<file path="src/rtl/fetch_pkg.sv">
// Shared constants and types for the instruction fetch stage.
package fetch_pkg;
  localparam int ADDR_W  = 8;
  localparam int INSTR_W = 16;
  localparam int BYTE_W  = 8;

  typedef enum logic [1:0] {
    FETCH_HI = 2'd0,
    FETCH_LO = 2'd1,
    DRAIN    = 2'd2
  } fetch_state_e;

  typedef struct packed {
    logic [INSTR_W-1:0] instr;
    logic [ADDR_W-1:0]  pc;
  } fetch_entry_t;
endpackage

</file>
<file path="src/rtl/fetch_queue.sv">
// DEPTH-entry synchronous FIFO with flush; head is read straight from registers.
module fetch_queue #(
  parameter int DEPTH = 2,
  parameter int W     = 24
) (
  input  logic                       clk,
  input  logic                       reset_n,
  input  logic                       push,
  input  logic [W-1:0]               wdata,
  input  logic                       pop,
  input  logic                       flush,
  output logic [W-1:0]               rdata,
  output logic [$clog2(DEPTH+1)-1:0] count
);
  localparam int PW = (DEPTH > 1) ? $clog2(DEPTH) : 1;
  localparam int CW = $clog2(DEPTH+1);

  logic [W-1:0]  mem [DEPTH];
  logic [PW-1:0] rd, wr;

  function automatic logic [PW-1:0] nxt(input logic [PW-1:0] p);
    return (p == PW'(DEPTH-1)) ? '0 : p + 1'b1;
  endfunction

  always_ff @(posedge clk or negedge reset_n) begin
    if (!reset_n) begin
      for (int i = 0; i < DEPTH; i++) mem[i] <= '0;
      rd    <= '0;
      wr    <= '0;
      count <= '0;
    end else if (flush) begin
      rd    <= '0;
      wr    <= '0;
      count <= '0;
    end else begin
      if (push) begin
        mem[wr] <= wdata;
        wr      <= nxt(wr);
      end
      if (pop) rd <= nxt(rd);
      count <= count + CW'(push) - CW'(pop);
    end
  end

  assign rdata = mem[rd];
endmodule

</file>
<file path="src/rtl/fetch_unit.sv">
// Byte-wide instruction fetch: assembles big-endian 16-bit instructions into a queue.
// Optional FETCH_PERF_CNT_EN adds the stall_cycles starvation counter.
module fetch_unit
  import fetch_pkg::*;
#(
  parameter int ADDR_W = fetch_pkg::ADDR_W,
  parameter int DEPTH  = 2
) (
  input  logic              clk,
  input  logic              reset_n,
  input  logic              redirect_valid,
  input  logic [ADDR_W-1:0] redirect_pc,
  output logic              mem_req,
  output logic [ADDR_W-1:0] mem_addr,
  input  logic [BYTE_W-1:0] mem_rdata,
  input  logic              mem_ack,
  output logic              instr_valid,
  input  logic              instr_ready,
  output logic [15:0]       instr,
  output logic [ADDR_W-1:0] instr_pc
`ifdef FETCH_PERF_CNT_EN
  ,
  output logic [15:0]       stall_cycles
`endif
);
  localparam int CW = $clog2(DEPTH+1);

  typedef struct packed {
    logic [INSTR_W-1:0] instr;
    logic [ADDR_W-1:0]  pc;
  } entry_t;

  fetch_state_e      state;
  logic [ADDR_W-1:0] pc, drain_addr;
  logic [BYTE_W-1:0] hi;
  logic [CW-1:0]     count;
  logic              req_int, push, pop, ack;
  entry_t            wentry, head;

  // Request is gated by reset so mem_req reads 0 while reset is held.
  always_comb begin
    req_int  = 1'b0;
    mem_addr = pc;
    case (state)
      FETCH_HI: req_int = (count != CW'(DEPTH));
      FETCH_LO: begin
        req_int  = 1'b1;
        mem_addr = pc + ADDR_W'(1);
      end
      DRAIN: begin
        req_int  = 1'b1;
        mem_addr = drain_addr;
      end
      default: req_int = 1'b0;
    endcase
    mem_req = req_int & reset_n;
  end

  assign ack  = mem_req & mem_ack;
  assign push = (state == FETCH_LO) && ack && !redirect_valid;
  assign pop  = instr_valid & instr_ready;

  assign wentry.instr = {hi, mem_rdata};
  assign wentry.pc    = pc;

  always_ff @(posedge clk or negedge reset_n) begin
    if (!reset_n) begin
      state      <= FETCH_HI;
      pc         <= '0;
      hi         <= '0;
      drain_addr <= '0;
    end else if (redirect_valid) begin
      // An outstanding request must still complete; its byte is thrown away.
      pc <= {redirect_pc[ADDR_W-1:1], 1'b0};
      if (mem_req && !mem_ack) begin
        state      <= DRAIN;
        drain_addr <= mem_addr;
      end else begin
        state <= FETCH_HI;
      end
    end else begin
      case (state)
        FETCH_HI: if (ack) begin
          hi    <= mem_rdata;
          state <= FETCH_LO;
        end
        FETCH_LO: if (ack) begin
          pc    <= pc + ADDR_W'(2);
          state <= FETCH_HI;
        end
        DRAIN: if (ack) state <= FETCH_HI;
        default: state <= FETCH_HI;
      endcase
    end
  end

  fetch_queue #(.DEPTH(DEPTH), .W($bits(entry_t))) u_queue (
    .clk     (clk),
    .reset_n (reset_n),
    .push    (push),
    .wdata   (wentry),
    .pop     (pop),
    .flush   (redirect_valid),
    .rdata   (head),
    .count   (count)
  );

  assign instr_valid = (count != '0);
  assign instr       = head.instr;
  assign instr_pc    = head.pc;

`ifdef FETCH_PERF_CNT_EN
  always_ff @(posedge clk or negedge reset_n) begin
    if (!reset_n)
      stall_cycles <= '0;
    else if (instr_ready && !instr_valid && stall_cycles != 16'hFFFF)
      stall_cycles <= stall_cycles + 16'd1;
  end
`endif
endmodule

</file>
<file path="config.mk">
export PLATFORM = sky130hd
export DESIGN_NAME = fetch_unit
export DESIGN_NICKNAME = d
export VERILOG_FILES = /design/src/rtl/fetch_pkg.sv /design/src/rtl/fetch_queue.sv /design/src/rtl/fetch_unit.sv
export SDC_FILE = /design/constraint.sdc
export NUM_CORES = 1
export LEC_CHECK = 0
export ABC_AREA = 1
export CAP_MARGIN = 0
export CORE_ASPECT_RATIO = 1.25
export CORE_MARGIN = 2
export CORE_UTILIZATION = 58
export DETAILED_ROUTE_END_ITERATION = 10
export PLACE_DENSITY = 0.84
export SLEW_MARGIN = 20
export SYNTH_ARGS = -nofsm -noshare
export SYNTH_HDL_FRONTEND = slang
export SYNTH_HIERARCHICAL = 1
export SYNTH_SLANG_ARGS = --single-unit
</file>
<file path="constraint.sdc">
create_clock -name clk -period 4.7 [get_ports clk]
set_input_delay 1.41 -clock clk [delete_from_list [all_inputs] [get_ports clk]]
set_output_delay 1.41 -clock clk [all_outputs]
set_load 0.005 [all_outputs]
</file>
==> results.toml <==
[setup_path]
r2r-end = "u_queue/mem[35]"
cp.required_ps = 3290
crit_type = "in -> out"
crit_fanout = 9
cp.arrival_ps = 2550
startpoint = "reset_n"
cp-start-kind = "primary input"
r2r_slack_ps = 1950
r2r_start = "state[0]"
critPathCaptureType = "output port"
reg2regPathDepth = 9

[outcome]
outcome = "finished, final reports clean"

[clocking]
ctsResizeCount = 0
cts_setup_buffers = 0
cts_buffers = 9
cts.sinks = 77
cts_tree = "built"
clk_latency_ps = 360
htree_levels = 3
path_clk_slew_ps = 80
clk_path_buf_depth = 2
hold_buffers = 0
clockRootBuffer = "clkbuf_8"

[die]
fp.dieArea_um2 = 7360
die_h_um = 95.4
core_um2 = 6520
core.rowCount = 33
io-pin-count = 55
die_w_um = 77.1
initial_utilization_pct = 59.4

[power_and_ir_drop]
power_frac_clock_pct = 28.6
leakagePower_nw = 2.26
p_switching_w = 0.000639
p_per_area_nw_per_um2 = 439
swShare_pct = 31.6
comb_power_share_pct = 28.3
cellInternalPower_w = 0.00138
p_seq_share_pct = 43.1
finalPower_w = 0.00202
ir_worst_vdd_v = 0.000298

[global_routing]
grt_max_degree = 78
grt-busiest-layer = "met2"
use_met1_pct = 28.9
gr-usage-met2_pct = 38.0
grtUsageTotal_pct = 22.9
overflow = 0
antenna_found_initial = 0
grt_pass1_vias = 2887
grt_first_pass_wirelength_um = 13100
grt_use_met3_pct = 4.45

[sta]
maxSlewViolCount = 0
fin_crit_ps = 3960
fin_crit_sh_pct = 84.3
setup_viol = 0
fin_ws_ps = 739
rsz0062_at_grt = "no"
hold_violations = 0
worstMarginPinSlew_ps = 944
relSlewSlack_pct = 37.1
fmax_ghz = 0.252
finalSetupTns_ps = 0
finClkSkew_ps = 6.09

[placed_design]
place_worst_setup_slack_ps = 740
port_buffers = 53
place_hpwl_um = 5050
placed_cells = 549
gp_congestion = 0.789

[drt]
vias_per_cell = 5.21
routed_wl_um = 7680
drt_first_pass_iters = 4
num_vias = 2943
drc = 0
wl_per_cell_um = 13.6
ant_nets = 0
first_iter_violations = 131

[logic_synthesis]
yosysUniqueCellTypes = 31
syn_inst = 425
seq_area_frac_synth_pct = 49.7
synth_area_um2 = 3880
avgSynthCellArea_um2 = 9.12
synth-seq-cells = 77
yosys_warnings = 6
synth_nets = 453

[layout]
multiInputGateArea_um2 = 1600
final_layout_size_suffix_gt1_share_pct = 14.4
seqCellArea_um2 = 1930
final-instance-count-excl-fill = 565
fillCellCount = 541
final_nets = 501
syn2layout_area_growth_pct = 18.9
antenna_cells = 0

[hold_path]
whs_path_depth = 2
hp-class = "reg -> reg"
min_to = "u_queue/mem[24]"
hp-start = "u_queue/mem[24]"

[job]
cap_violations = 0
[power groups by stage]
stage	Clock [W]	Sequential (W)	Combinational, W
floorplan	0	0.000856	0.000374
global placement	0	0.000878	0.000554
detailed placement	0	0.000883	0.000571
CTS	0.000588	0.000871	0.000580
global route	0.000616	0.000890	0.000647
finish	0.000579	0.000872	0.000572
[synthesized netlist by cell type (all sizes together)]
| cell type | n | area share (%) |
|---|---|---|
| and2 | 1 | 0.23 |
| nand4 | 2 | 1.1 |
| a21oi | 3 | 0.39 |
| inv | 51 | 5.0 |
| nor2 | 11 | 1.9 |
| ha | 7 | 2.3 |
| o21a | 1 | 0.19 |
| o21ai | 68 | 9.7 |
| nand2 | 119 | 12 |
| nand3b | 1 | 0.52 |
| clkbuf | 5 | 0.52 |
| o21bai | 2 | 0.39 |
| nand3 | 35 | 5.0 |
| or2 | 3 | 0.48 |
| mux2 | 24 | 7.0 |
| buf | 14 | 3.5 |
| conb | 1 | 0.097 |
| dfrtp | 77 | 50 |
[critical path: stages]
cell and delay, ps:
buf_4 80, nand2_1 120, nor2_8 170, and2_4 250, clkdlybuf4s50_1 520
[layer usage]
layer  part of all wire [%]  vias to the layer above
met2                     52                       58
met3                    3.4                       19
met5                      0                        -
met4                    2.9                        0
li1                       -                     1465
met1                     42                     1401
[layout by cell type (no fill, tap or decap), drive strengths merged, types with 3 or more instances in the layout]
cell type	instances
clkbuf	9
nand2	119
or2	3
ha	7
nand3	35
clkdlybuf4s50	52
dfrtp	77
o21ai	68
buf	4
a21oi	3
mux2	24
nor2	11
inv	55
[kinds of logic (layout without fill, tap and decap cells)]
group                    after synthesis  in the layout  share of synthesized area [%]
adder cells (fa/ha/maj)                7              7                           2.26
other                                  1              1                         0.0967
buffers and inverters                 70            123                           9.04
multiplexers                          24             24                           6.97
AND/OR/NAND/NOR                      172            172                           21.2
AO/OA/AOI/OAI                         74             74                           10.7
flip-flops                            77             77                           49.7
[registers in the layout, summed over array words and instances, names as in the netlist]
name	cells
state	2
u_queue/count	2
u_queue/mem	48
u_queue/rd	1
u_queue/wr	1
pc	7
drain_addr	8
hi	8
[worst max-delay path by stage]
stage / depth (start not counted) / endpoint / slack (ps)
finish: 5 / mem_req / 740
global route: 5 / mem_req / 700
CTS: 5 / mem_req / 740
detailed placement: 5 / mem_req / 740
global placement: 5 / mem_req / 750
floorplan: 4 / mem_req / 1360
[metrics by stage]
stage	cell area (µm²)	utilization, %	hold slack, ps
final	4610	70.7	481
after CTS	4610	70.7	481
after global routing	4610	70.7	512
after floorplan	3880	-	442
after global placement	4380	67.1	453
after detailed placement	4380	67.1	460
[final cells by class]
class / instances / area share [%]
timing repair buffer: 56 / 11.9
clock buffer: 9 / 2.69
clock inverter: 7 / 2.28
tap: 87 / 2.36
multi-input combinational: 278 / 34.7
sequential: 77 / 41.8
inverter: 51 / 4.21
No activity file was read; power rests on OpenSTA's default activity.
